`src/rtl/fdiv16_seq.sv`:
```
// fdiv16_seq: sequential IEEE-754 binary16 divider.
// Restoring division produces 13 quotient bits, one per ITER cycle. The
// result is then normalised and rounded to the selected mode during ROUND.
// Special operands are classified when the request is accepted. They override
// the datapath result at the end, so latency is the same for every operand.
//
// Handshake: a request is accepted on a rising edge where start=1 and the FSM
// is in IDLE; x/y/roundmode are captured on that edge only. busy is high while
// the operation is in ITER or ROUND. done pulses for exactly one cycle,
// 15 edges after the accepting edge. result/flags stay stable until the next
// done. Any start seen outside IDLE is dropped with no side effect.
module fdiv16_seq (
  input  logic        clk,
  input  logic        reset_n,
  input  logic [15:0] x,
  input  logic [15:0] y,
  input  logic        start,
  input  logic [1:0]  roundmode,
  output logic        busy,
  output logic        done,
  output logic [15:0] result,
  output logic [4:0]  flags,
  output logic [1:0]  dbg_state_o
);

  typedef enum logic [1:0] {IDLE = 2'd0, ITER = 2'd1, ROUND = 2'd2, DONE = 2'd3} state_t;

  localparam logic [1:0] RM_RZ  = 2'b00;
  localparam logic [1:0] RM_RNE = 2'b01;
  localparam logic [1:0] RM_RP  = 2'b10;
  localparam logic [1:0] RM_RN  = 2'b11;

  state_t             state_q, state_d;
  logic [3:0]         cnt_q, cnt_d;
  logic [11:0]        rem_q;
  logic [11:0]        my_q;
  logic [12:0]        quo_q;
  logic               sign_q;
  logic signed [7:0]  ediff_q;
  logic [1:0]         rm_q;
  logic               spec_q;
  logic [15:0]        spec_res_q;
  logic [4:0]         spec_flg_q;
  logic [15:0]        result_q, result_d;
  logic [4:0]         flags_q, flags_d;
  logic               done_q;

  logic               accept;
  assign accept = (state_q == IDLE) && start;

  // Operand unpacking; a zero exponent field is treated as zero, so subnormals flush.
  logic [4:0]  ex, ey;
  logic [9:0]  fx, fy;
  logic        zx, zy, ix, iy, nanx, nany, snanx, snany, sgn;
  logic [11:0] mx, my;
  logic signed [7:0] ediff;
  assign ex    = x[14:10];
  assign ey    = y[14:10];
  assign fx    = x[9:0];
  assign fy    = y[9:0];
  assign sgn   = x[15] ^ y[15];
  assign zx    = (ex == 5'd0);
  assign zy    = (ey == 5'd0);
  assign ix    = (ex == 5'd31) && (fx == 10'd0);
  assign iy    = (ey == 5'd31) && (fy == 10'd0);
  assign nanx  = (ex == 5'd31) && (fx != 10'd0);
  assign nany  = (ey == 5'd31) && (fy != 10'd0);
  assign snanx = nanx && !fx[9];
  assign snany = nany && !fy[9];
  assign mx    = zx ? 12'd0 : {2'b01, fx};
  assign my    = zy ? 12'd0 : {2'b01, fy};
  assign ediff = $signed({3'b000, ex}) - $signed({3'b000, ey});

  // Classify special operand combinations at accept time.
  logic        spec_d;
  logic [15:0] spec_res_d;
  logic [4:0]  spec_flg_d;
  always_comb begin
    spec_d     = 1'b1;
    spec_res_d = 16'h7E00;
    spec_flg_d = 5'b00000;
    if (nanx || nany) begin
      spec_flg_d = {(snanx || snany), 4'b0000};
    end else if ((zx && zy) || (ix && iy)) begin
      spec_flg_d = 5'b10000;
    end else if (ix) begin
      spec_res_d = {sgn, 15'h7C00};
    end else if (iy) begin
      spec_res_d = {sgn, 15'h0000};
    end else if (zy) begin
      spec_res_d = {sgn, 15'h7C00};
      spec_flg_d = 5'b01000;
    end else if (zx) begin
      spec_res_d = {sgn, 15'h0000};
    end else begin
      spec_d     = 1'b0;
    end
  end

  // State register.
  always_ff @(posedge clk or negedge reset_n) begin
    if (!reset_n) begin
      state_q <= IDLE;
      cnt_q   <= 4'd0;
    end else begin
      state_q <= state_d;
      cnt_q   <= cnt_d;
    end
  end

  // Next-state logic: 13 ITER cycles, then one ROUND cycle and one DONE cycle.
  always_comb begin
    state_d = state_q;
    cnt_d   = cnt_q;
    unique case (state_q)
      IDLE: begin
        if (start) begin
          state_d = ITER;
          cnt_d   = 4'd0;
        end
      end
      ITER: begin
        cnt_d = cnt_q + 4'd1;
        if (cnt_q == 4'd12) state_d = ROUND;
      end
      ROUND:   state_d = DONE;
      DONE:    state_d = IDLE;
      default: state_d = IDLE;
    endcase
  end

  // Normalise, round and apply overflow/underflow/special overrides (used in ROUND).
  logic [9:0]        frac, frac_r;
  logic              guard, sticky, inc;
  logic [10:0]       msum;
  logic signed [7:0] be, be_r;
  always_comb begin
    frac     = 10'd0;
    guard    = 1'b0;
    sticky   = 1'b0;
    be       = 8'sd0;
    inc      = 1'b0;
    msum     = 11'd0;
    frac_r   = 10'd0;
    be_r     = 8'sd0;
    result_d = 16'h0000;
    flags_d  = 5'b00000;
    if (quo_q[12]) begin
      frac   = quo_q[11:2];
      guard  = quo_q[1];
      sticky = quo_q[0] | (rem_q != 12'd0);
      be     = ediff_q + 8'sd15;
    end else begin
      frac   = quo_q[10:1];
      guard  = quo_q[0];
      sticky = (rem_q != 12'd0);
      be     = ediff_q + 8'sd14;
    end
    unique case (rm_q)
      RM_RZ:   inc = 1'b0;
      RM_RNE:  inc = guard & (sticky | frac[0]);
      RM_RP:   inc = ~sign_q & (guard | sticky);
      RM_RN:   inc = sign_q & (guard | sticky);
      default: inc = 1'b0;
    endcase
    msum = {1'b0, frac} + {10'd0, inc};
    if (msum[10]) begin
      be_r   = be + 8'sd1;
      frac_r = 10'd0;
    end else begin
      be_r   = be;
      frac_r = msum[9:0];
    end
    if (be_r >= 8'sd31) begin
      flags_d = 5'b00101;
      unique case (rm_q)
        RM_RZ:   result_d = {sign_q, 15'h7BFF};
        RM_RNE:  result_d = {sign_q, 15'h7C00};
        RM_RP:   result_d = sign_q ? 16'hFBFF : 16'h7C00;
        RM_RN:   result_d = sign_q ? 16'hFC00 : 16'h7BFF;
        default: result_d = {sign_q, 15'h7C00};
      endcase
    end else if (be_r <= 8'sd0) begin
      flags_d  = 5'b00011;
      result_d = {sign_q, 15'h0000};
    end else begin
      flags_d  = {4'b0000, guard | sticky};
      result_d = {sign_q, be_r[4:0], frac_r};
    end
    if (spec_q) begin
      result_d = spec_res_q;
      flags_d  = spec_flg_q;
    end
  end

  // Operand capture, restoring iterations and result registration.
  always_ff @(posedge clk or negedge reset_n) begin
    if (!reset_n) begin
      rem_q      <= 12'd0;
      my_q       <= 12'd0;
      quo_q      <= 13'd0;
      sign_q     <= 1'b0;
      ediff_q    <= 8'sd0;
      rm_q       <= 2'b00;
      spec_q     <= 1'b0;
      spec_res_q <= 16'h0000;
      spec_flg_q <= 5'b00000;
      result_q   <= 16'h0000;
      flags_q    <= 5'b00000;
      done_q     <= 1'b0;
    end else begin
      done_q <= (state_q == DONE);
      if (accept) begin
        rem_q      <= mx;
        my_q       <= my;
        quo_q      <= 13'd0;
        sign_q     <= sgn;
        ediff_q    <= ediff;
        rm_q       <= roundmode;
        spec_q     <= spec_d;
        spec_res_q <= spec_res_d;
        spec_flg_q <= spec_flg_d;
      end else if (state_q == ITER) begin
        if (rem_q >= my_q) begin
          rem_q <= (rem_q - my_q) << 1;
          quo_q <= {quo_q[11:0], 1'b1};
        end else begin
          rem_q <= rem_q << 1;
          quo_q <= {quo_q[11:0], 1'b0};
        end
      end else if (state_q == ROUND) begin
        result_q <= result_d;
        flags_q  <= flags_d;
      end
    end
  end

  assign busy        = (state_q == ITER) || (state_q == ROUND);
  assign done        = done_q;
  assign result      = result_q;
  assign flags       = flags_q;
  assign dbg_state_o = state_q;

endmodule

```
`config.mk`:
```
export PLATFORM = sky130hd
export DESIGN_NAME = fdiv16_seq
export DESIGN_NICKNAME = d
export VERILOG_FILES = /design/src/rtl/fdiv16_seq.sv
export SDC_FILE = /design/constraint.sdc
export NUM_CORES = 1
export LEC_CHECK = 0
export CELL_PAD_IN_SITES_DETAIL_PLACEMENT = 0
export CELL_PAD_IN_SITES_GLOBAL_PLACEMENT = 1
export CORE_UTILIZATION = 39
export DETAILED_ROUTE_END_ITERATION = 7
export GPL_TIMING_DRIVEN = 0
export PLACE_DENSITY = 0.82
export SYNTH_ARGS = -nofsm -noshare
export SYNTH_HDL_FRONTEND = slang
export SYNTH_SLANG_ARGS = --single-unit
```
`constraint.sdc`:
```
create_clock -name clk -period 3.4 [get_ports clk]
set_input_delay 0.34 -clock clk [delete_from_list [all_inputs] [get_ports clk]]
set_output_delay 0.34 -clock clk [all_outputs]
set_load 0.1 [all_outputs]
```
Word level (Yosys, flattened, before mapping)
Cells that the tools add are included.

Logic and storage cells: 120. Register bits: 97. Input port bits: 37. Output and inout bits: 25.

$add $sub $neg: 7. Eq/ne operators: 11. $lt $le $gt $ge: 3. Bitwise gates (word level): 10. Muxes and demuxes: 46. Reductions and logical operators: 29.

Operators by type and width (number): $mux 16 (10); $pmux 16 s4 (1); $mux 12 (3); $mux 13 (2); $mux 11 (2); $logic_not 10->1 (2); $mux 10 (2); $reduce_bool 10->1 (2); $add 8x5->8 const B (2); $mux 4 (4); $mux 8 (2); $mux 15 (1); $mux 5 (3); $ge 12x11->1 (1); $reduce_bool 12->1 (1); $add 10x1->11 (1); $sub 11x11->11 (1); $eq 5x5->1 const B (2); $logic_not 5->1 (2); $logic_and 1x1->1 (9); $mux 1 (9); $add 8x2->8 const B (1); $eq 2x2->1 const B (4); $ge 8x6->1 const B (1); other kinds (21) (38).

Logic depth before layout (Yosys ltp)
Gate-level depths: netlist (run 1).

Word-level depth: 12. Depth in mapped cells: 18. Mapped depth without buffers: 16.

Worst setup path before layout (run 1)
Ideal clock, no wire load.

Kind: reg-to-reg. Start point: register quo_q[12]. End point: register result_q[4], in the netlist result[4]. Arrival time: 3.504 ns. Path buffers: 3. Data required time: 3.323 ns. Path slack: -0.182 ns. Stages on the path, launching flop included: 16. Setup time: 0.077 ns. Clock period less this slack: 3.582 ns. Cell sequence: dfrtp_1 -> buf_6 -> clkbuf_1 -> buf_1 -> mux2i_1 -> o21ai_0 -> ha_1 -> ha_1 -> nand3_1 -> nor4_4 -> nand4_2 -> a32oi_1 -> o211ai_2 -> nor3_4 -> o2111ai_1 -> nand3_1.

Longest elaborated chain between the ends: 10. Elaborated cells between the ends (all ways): 19. Those cells by class: add/sub (2); order compare (2); mux (10); bitwise (5).

Ends and longest elaborated chain: from (decl) (line 37) `logic [12:0] quo_q;`; from (signal assigned) (line 226) `quo_q <= {quo_q[11:0], 1'b1};`; from (signal assigned) (line 229) `quo_q <= {quo_q[11:0], 1'b0};`; $mux 1 or $mux 10 (tied branches) (line 148) `if (quo_q[12]) begin`; $or 1x1->1 (on tied branches) (line 162, 163, 161); $and 1x1->1 (on tied branches) (line 163, 161, 162); $pmux 1 s4 (line 159) `unique case (rm_q)`; $add 10x1->11 (line 166) `msum = {1'b0, frac} + {10'd0, inc};`; $mux 8 (line 167) `if (msum[10]) begin`; $le 8x1->1 (line 183) `end else if (be_r <= 8'sd0) begin`; $mux 15 (line 183); $mux 16 * (line 174) `if (be_r >= 8'sd31) begin`; $mux 16 * (line 190) `if (spec_q) begin`; to (signal assigned) (line 232) `result_q <= result_d;`; to (decl) (line 44) `logic [15:0] result_q, result_d;`.

Mark *: on every way between the ends. The rest lies on a longest branch, timed or not. A chain may end at the register's enable or synchronous reset.

Worst setup path after layout (run 1)
Start point: register rem_q[4]. End point: register result_q[10], in the netlist result[10].

Longest elaborated chain between the ends: 12. Elaborated cells between the ends (all ways): 16. Those cells by class: add/sub (1); order compare (2); mux (6); bitwise (6); reduce/logical (1).

Ends and longest elaborated chain: from (decl) (line 35) `logic [11:0] rem_q;`; from (signal assigned) (line 214) `rem_q <= mx;`; from (signal assigned) (line 225) `rem_q <= (rem_q - my_q) << 1;`; from (signal assigned) (line 228) `rem_q <= rem_q << 1;`; $reduce_bool 12->1 * (line 151, 156); $or 1x1->1 (line 151) `sticky = quo_q[0] | (rem_q != 12'd0);`; $mux 1 * (line 148); $or 1x1->1 (on tied branches) (line 162, 163, 161); $and 1x1->1 (on tied branches) (line 163, 161, 162); $pmux 1 s4 * (line 159); $add 10x1->11 * (line 166); $mux 8 * (line 167); $le 8x1->1 (line 183); $mux 15 (line 183); $mux 16 * (line 174); $mux 16 * (line 190).

Marked as above.

==> load_flow_metrics.sql, run 1 <==
INSERT INTO impl_metrics (metric_group, metric, value, unit) VALUES
('synth', 'synth_compound_area_share', '18.2', '%'),
('synth', 'ys.flop_type', 'dfrtp_1', ''),
('clocking', 'clkSinkCount', '79', ''),
('detailed_routing', 'drt_iter0_drc', '345', ''),
('setup_path', 'critPathKind', 'reg2reg', ''),
('final_layout', 'area.sequential', '1980', 'um2'),
('status', 'failed_checks', 'setup timing', ''),
('grt', 'grt_first_pass_wirelength', '24400', 'um'),
('setup_path', 'worstPathRequired', '3690', 'ps'),
('floorplan', 'initial_core_util', '40.1', '%'),
('grt', 'grt_pass1_vias', '4893', ''),
('final_layout', 'fin_nets', '781', ''),
('final_layout', 'final_instance_area', '7000', 'um2'),
('placed_design', 'dp.cells', '854', ''),
('synth', 'yosys-mux-area-fraction', '6.34', '%'),
('final_layout', 'diodes', '0', ''),
('synth', 'number_of_synthesized_flops_with_an_enable_pin', '0', ''),
('setup_path', 'path_cells', 'nor4_2, nand4_1, buf_4, buf_4, nand3_1, o21ai_1, ha_2, ha_4, nand3_4, nor4_4, buf_6, buf_4, a21oi_2, o2111ai_2, o211ai_4, nand2_2, o221ai_2, o211a_1', ''),
('grt', 'grt_util_met1', '28.6', '%'),
('detailed_routing', 'routed_wirelength', '14800', 'um'),
('clocking', 'cts_clock_pin_slew_for_the_worst_setup_and_hold_paths', '60', 'ps'),
('clocking', 'cts-root-to-sink-buffers', '2', ''),
('setup_path', 'critical-path-slowest-cell', 'dfrtp_1', ''),
('grt', 'grt_most_used_layer', 'met2', ''),
('detailed_routing', 'routedWlPerCell', '16.5', 'um'),
('grt', 'globalRouteMet3Util', '2.70', '%'),
('floorplan', 'chipHeight', '119', 'um'),
('detailed_routing', 'final_antenna_net_count', '0', ''),
('floorplan', 'core_area', '13200', 'um2'),
('final_layout', 'area_growth', '31.9', '%'),
('synth', 'syn_nets', '685', ''),
('sta', 'rsz_0062_raised_after_global_routing', 'true', ''),
('synth', 'share_of_synthesized_area_occupied_by_flip_flops_and_latches', '37.2', '%'),
('sta', 'layout_worst_path_cycle_share', '101', '%'),
('clocking', 'cts_made_buffers', '9', ''),
('grt', 'grtUsageTotal', '21.9', '%'),
('final_layout', 'layout.cells.non_filler', '894', ''),
('floorplan', 'fp.dieW', '119', 'um'),
('sta', 'fin_skew', '9.99', 'ps'),
('sta', 'worst_pin_slew', '1010', 'ps'),
('power', 'irDropWorstVdd', '0.000544', 'V'),
('worst_hold_path', 'holdCritPathClass', 'in2reg', ''),
('synth', 'post_synth.cell_area_avg', '8.61', 'um2'),
('synth', 'synth_top_family_by_area', 'simple AND/OR/NAND/NOR gates', ''),
('synth', 'synth_adder_area_share', '7.59', '%'),
('grt', 'antenna_found_initial', '0', ''),
('setup_path', 'crit_path_max_fanout', '6', ''),
('setup_path', 'critPathLaunchType', 'register', ''),
('status', 'outcome', 'finished with violations', ''),
('clocking', 'cts_tree', 'built', ''),
('sta', 'slew_headroom', '31.9', '%'),
('floorplan', 'design.die.area', '14100', 'um2'),
('sta', 'setup_ws', '-47.0', 'ps'),
('clocking', 'clock_insertion_delay_worst_skew', '360', 'ps'),
('synth', 'synth_cells', '617', ''),
('floorplan', 'rows', '42', ''),
('detailed_routing', 'num_vias', '4921', ''),
('sta', 'report.final.setup_viol', '5', ''),
('detailed_routing', 'number_of_vias_per_cell', '5.50', ''),
('setup_path', 'critical-path-top-cell-by-count', 'buf_4', ''),
('floorplan', 'io_pins', '62', ''),
('grt', 'globalRouteMet2Util', '36.7', '%'),
('synth', 'synth_register_bits', '79', ''),
('synth', 'mappedNetlistArea', '5310', 'um2'),
('synth', 'post_synth_num_cell_types', '63', ''),
('synth', 'synthArstFlopShare', '100', '%'),
('grt', 'grt_max_degree', '59', ''),
('placed_design', 'dpl.hpwl', '10600', 'um'),
('detailed_routing', 'drc', '0', ''),
('synth', 'yosys.area_share.xor_xnor', '3.46', '%'),
('clocking', 'ctsRootBufferMaster', 'clkbuf_16', '');
## worst max-delay path: cells and delay by family (launching register included)
family                   cells  cell delay (ps)
AO/OA/AOI/OAI                6             1080
adder cells (fa/ha/maj)      2              400
buffers and inverters        4              590
flip-flops                   1              420
AND/OR/NAND/NOR              6              890
## cells in the mapped netlist, types with 4 or more instances
library cell | n | share of area [%]
nand2b_1 | 11 | 1.3
xor2_1 | 6 | 0.99
nand4_1 | 10 | 1.2
xnor2_1 | 15 | 2.5
nor3_1 | 8 | 0.75
mux2i_1 | 28 | 5.3
and2_1 | 5 | 0.59
or3_1 | 4 | 0.47
clkbuf_1 | 21 | 1.5
buf_1 | 5 | 0.35
o22ai_1 | 11 | 1.3
dfrtp_1 | 79 | 37
mux2_2 | 5 | 1.1
a22oi_1 | 4 | 0.57
nor2_1 | 47 | 3.3
nor3b_1 | 4 | 0.57
nor4_1 | 8 | 0.94
nor2b_1 | 10 | 1.2
ha_1 | 29 | 6.8
o21ai_0 | 41 | 3.9
a21oi_1 | 27 | 2.5
and3_1 | 6 | 0.71
buf_2 | 5 | 0.47
a31oi_1 | 5 | 0.59
o2111ai_1 | 6 | 0.99
nand2_1 | 78 | 5.5
inv_1 | 40 | 2.8
a211oi_1 | 6 | 0.85
nand3_1 | 29 | 2.7
a21o_1 | 5 | 0.71
a32oi_1 | 9 | 1.5
## cells in the final DEF, fill, tap and decap left out, types with 10 or more instances in the layout
cell / n
clkdlybuf4s50_1: 59
nand2b_1: 11
ha_1: 27
nand4_1: 10
inv_1: 39
buf_4: 21
nor2_1: 46
clkbuf_1: 19
xnor2_1: 15
nand2_1: 75
dfrtp_1: 77
mux2i_1: 28
o21ai_0: 37
nand3_1: 21
o22ai_1: 11
a21oi_1: 25
## power by group
| part | internal [uW] | total (uW) | switching (uW) |
|---|---|---|---|
| clock | 664 | 1080 | 421 |
| combinational | 1730 | 4690 | 2960 |
| sequential | 1330 | 1690 | 357 |
| total | 3720 | 7460 | 3740 |
## cells by family after synthesis
| kind of cell | after synthesis |
|---|---|
| multiplexers | 33 |
| AND/OR/NAND/NOR | 233 |
| flip-flops | 79 |
| XOR/XNOR | 21 |
| AO/OA/AOI/OAI | 147 |
| adder cells (fa/ha/maj) | 31 |
| buffers and inverters | 73 |
## cell type report
cell class | instances | area share, %
multi-input cells | 465 | 47.8
clock inverters | 5 | 1.16
plain buffers | 31 | 1.95
clock buffers | 11 | 3.47
well taps | 176 | 3.15
flip-flops and latches | 79 | 28.3
inverters | 40 | 2.14
repair buffers | 87 | 12.0
## metrics by stage
step	TNS (ps)	total power [uW]	worst slack, ps
final	-101	7460	-47.0
after floorplan	0	4850	4.74
after detailed placement	-9780	5880	-617
after CTS	-87.8	7160	-25.4
after global routing	-3210	7970	-227
after global placement	-81830	5790	-921
## state kept, by name, summed over array words and instances, names as in the netlist, 3 cells and up
signal	cells
cnt_q	4
ediff_q	6
flags	5
my_q	11
quo_q	13
rem_q	12
result	16
spec_res_q	3
## repair_timing
action | 4_1_cts | 5_1_grt
hold buffers | 1 | 0
cloned | 1 | 0
endpoints found under the setup margin | 19 | 28
pin swaps | 16 | 29
endpoints found under the hold margin | 21 | 0
gates resized for setup | 21 | 40
buffers inserted | 17 | 9
## worst paths after layout
path                                       from                endpoint  depth (start not counted)
hold reg to reg            my_q[10]$_DFFE_PN0P_    my_q[10]$_DFFE_PN0P_                          2
max in group asynchronous               reset_n    rem_q[1]$_DFFE_PN0P_                          3
setup / recovery           rem_q[4]$_DFFE_PN0P_  result[10]$_DFFE_PN0P_                         18
min in group asynchronous               reset_n   result[8]$_DFFE_PN0P_                          2
setup reg to reg           rem_q[4]$_DFFE_PN0P_  result[10]$_DFFE_PN0P_                         18
hold / removal                            start    cnt_q[2]$_DFFE_PN0P_                          3
## layer usage
metal	vias to the layer above	part of all wire, %
met4	0	2.4
met3	21	3.1
met2	113	49
met1	2375	46
li1	2412	-
met5	-	0
No activity file was read; power rests on OpenSTA's default activity.
==> run 2, diff against run 1 <==
--- a/config.mk
+++ b/config.mk
@@ -11,6 +11,7 @@
 export DETAILED_ROUTE_END_ITERATION = 7
 export GPL_TIMING_DRIVEN = 0
 export PLACE_DENSITY = 0.82
+export SLEW_MARGIN = 20
 export SYNTH_ARGS = -nofsm -noshare
 export SYNTH_HDL_FRONTEND = slang
 export SYNTH_SLANG_ARGS = --single-unit
==> run 2 against run 1 <==
The flow still finishes with violations (setup timing). Non-clock buffer count is 9 higher. Critical path depth is 2 higher. First-iteration DRC count is 11% lower. Final cell count up 1.0%. Die area unchanged. Via count grew 0.61%. Critical path type unchanged.
==> load_flow_metrics.sql, run 2 (synthesized netlist as in run 1, its figures left out) <==
INSERT INTO impl_metrics (metric_group, metric, value, unit) VALUES
('floorplan', 'chipHeight', '119', 'um'),
('floorplan', 'initial_core_util', '40.1', '%'),
('sta', 'fin_skew', '8.89', 'ps'),
('placed_design', 'dpl_cell_area', '6200', 'um2'),
('run', 'drv_cap', '0', ''),
('setup_path', 'worstPathRequired', '3690', 'ps'),
('detailed_routing', 'number_of_vias_per_cell', '5.48', ''),
('grt', 'antenna_found_initial', '0', ''),
('worst_hold_path', 'worst_hold_path.endpoint', 'cnt_q[2]$_DFFE_PN0P_', ''),
('final_layout', 'layout_commonest_cell', 'nand2_1', ''),
('clocking', 'htreeDepth', '3', ''),
('detailed_routing', 'final_antenna_net_count', '0', ''),
('setup_path', 'critPathCaptureType', 'register', ''),
('setup_path', 'critPathLaunchType', 'register', ''),
('detailed_routing', 'routed_wirelength', '15300', 'um'),
('sta', 'layout_worst_path_cycle_share', '102', '%'),
('sta', 'count_of_final_max_slew_check_failures', '0', ''),
('sta', 'timing.setup.tns', '-875', 'ps'),
('final_layout', 'largest_register_ffs', '16', ''),
('setup_path', 'critPathKind', 'reg2reg', ''),
('detailed_routing', 'met2_wirelength', '7470', 'um'),
('placed_design', 'dpl.hpwl', '10500', 'um'),
('placed_design', 'gpl.final_weighted_congestion', '0.865', ''),
('floorplan', 'fp.dieW', '119', 'um'),
('clocking', 'clkSinkCount', '79', ''),
('setup_path', 'worstPathArrival', '3770', 'ps'),
('detailed_routing', 'drt_iter0_drc', '306', ''),
('status', 'outcome', 'finished with violations', ''),
('detailed_routing', 'routedWlPerCell', '16.9', 'um'),
('placed_design', 'port_buffers', '60', ''),
('setup_path', 'worst_r2r_path_depth', '20', ''),
('clocking', 'cts_made_buffers', '9', ''),
('grt', 'grt_max_degree', '56', ''),
('floorplan', 'core_area', '13200', 'um2'),
('floorplan', 'design.die.area', '14100', 'um2'),
('power', 'power.density_cell_area', '1080', 'nW/um2'),
('final_layout', 'drive_gt1_share', '15.4', '%'),
('final_layout', 'layout.cells.non_filler', '903', ''),
('setup_path', 'timing.rr.start', 'quo_q[12]$_DFFE_PN0P_', ''),
('final_layout', 'final_instance_area', '7090', 'um2'),
('clocking', 'cts_tree', 'built', ''),
('floorplan', 'rows', '42', ''),
('grt', 'grtUsageTotal', '21.8', '%'),
('clocking', 'cts-root-to-sink-buffers', '2', ''),
('detailed_routing', 'num_vias', '4951', ''),
('clocking', 'ctsRootBufferMaster', 'clkbuf_16', ''),
('detailed_routing', 'wl_met1', '6930', 'um'),
('sta', 'slew_headroom', '34.4', '%'),
('worst_hold_path', 'hold_path_depth', '3', ''),
('sta', 'highest_clock_frequency_the_design_can_meet', '287', 'MHz'),
('final_layout', 'most-common-layout-cells', '77 x nand2_1, 76 x dfrtp_1, 59 x clkdlybuf4s50_1', ''),
('setup_path', 'reg2reg_setup_slack', '-80', 'ps'),
('final_layout', 'post-route-util', '53.6', '%'),
('detailed_routing', 'drt-pass1-iter-count', '4', ''),
('final_layout', 'area_growth', '33.6', '%'),
('clocking', 'cts_clock_pin_slew_for_the_worst_setup_and_hold_paths', '70', 'ps'),
('power', 'p_leak', '0.00307', 'uW'),
('detailed_routing', 'highest-signal-layer', 'met4', ''),
('detailed_routing', 'met3_wirelength', '508', 'um'),
('grt', 'grt_pass1_vias', '4818', ''),
('sta', 'worst_pin_slew', '971', 'ps'),
('final_layout', 'diodes', '0', ''),
('worst_hold_path', 'holdCritPathClass', 'in2reg', ''),
('setup_path', 'crit_path_max_fanout', '6', ''),
('final_layout', 'fin_nets', '790', ''),
('setup_path', 'r2r_end', 'result[2]$_DFFE_PN0P_', ''),
('detailed_routing', 'drc', '0', ''),
('power', 'irDropWorstVdd', '0.000444', 'V'),
('clocking', 'clock_insertion_delay_worst_skew', '360', 'ps'),
('floorplan', 'io_pins', '62', ''),
('placed_design', 'place_worst_setup_slack', '-648', 'ps'),
('sta', 'final_period_minus_worst_setup_slack', '3480', 'ps'),
('sta', 'setup_ws', '-82.4', 'ps'),
('grt', 'grt_overflow', '0', ''),
('grt', 'grt_first_pass_wirelength', '24200', 'um'),
('worst_hold_path', 'worstHoldStart', 'start', ''),
('sta', 'report.final.setup_viol', '16', ''),
('sta', 'rsz_0062_raised_after_global_routing', 'true', ''),
('placed_design', 'dp.cells', '854', ''),
('sta', 'final_hold_viol_count', '0', ''),
('status', 'failed_checks', 'setup timing', '');
## run 2: timing repair
action / 4_1_cts / 5_1_grt
pin swaps: 16 / 8
endpoints found under the setup margin: 19 / 27
gates resized for setup: 20 / 40
gates cloned: 1 / 1
hold buffers: 1 / 0
setup buffers: 20 / 14
endpoints found under the hold margin: 24 / 0
## run 2: cell type report
class                   count  area, um2
plain buffers              31        136
clock buffers              11        253
clock inverters             5       65.1
fillers                  1201       6150
inverters                  40        150
multi-input cells         465       3340
flip-flops and latches     79       1980
well taps                 176        220
repair buffers             96        950
## run 2: worst max path at each step
stage,startpoint,to,slack [ps],depth (start not counted)
final,quo_q[12]$_DFFE_PN0P_,result[2]$_DFFE_PN0P_,-80,20
after global routing,quo_q[12]$_DFFE_PN0P_,result[7]$_DFFE_PN0P_,-300,20
after CTS,quo_q[12]$_DFFE_PN0P_,result[10]$_DFFE_PN0P_,10,18
after detailed placement,quo_q[12]$_DFFE_PN0P_,result[9]$_DFFE_PN0P_,-650,18
after global placement,reset_n,my_q[5]$_DFFE_PN0P_,-920,1
after floorplan,quo_q[12]$_DFFE_PN0P_,flags[0]$_DFFE_PN0P_,5,17
## run 2: report_power, final
| part | internal [uW] | switching (uW) | leakage, uW |
|---|---|---|---|
| logic | 1840 | 3060 | 0.00192 |
| registers | 1340 | 353 | 0.000995 |
| clock network | 615 | 424 | 0.000156 |
| total | 3790 | 3840 | 0.00307 |
## run 2: through the flow
stage | power (uW) | hold slack [ps]
floorplan | 4850 | 44.4
global placement | 5790 | 462
detailed placement | 5880 | 276
CTS | 7170 | 388
global route | 8130 | 416
finish | 7640 | 389
## run 2: routing by layer
metal	vias up	GRT usage (%)
met1	2387	28.4
met4	0	8.47
met3	30	3.28
met2	108	36.3
li1	2426	-
met5	-	0
## run 2: critical path, cell delays in order, from the launching register on
cell	delay, ps
dfrtp_1	410
buf_6	150
mux2_4	200
nor2_2	40
nor3b_2	180
a21oi_2	60
o21ai_2	110
ha_2	220
ha_4	150
buf_6	90
nand3_4	60
nor4_4	160
buf_6	180
nand4_4	170
o311a_4	440
o211ai_4	120
buf_6	140
buf_6	90
nand4_1	160
buf_4	210
nand2_1	70
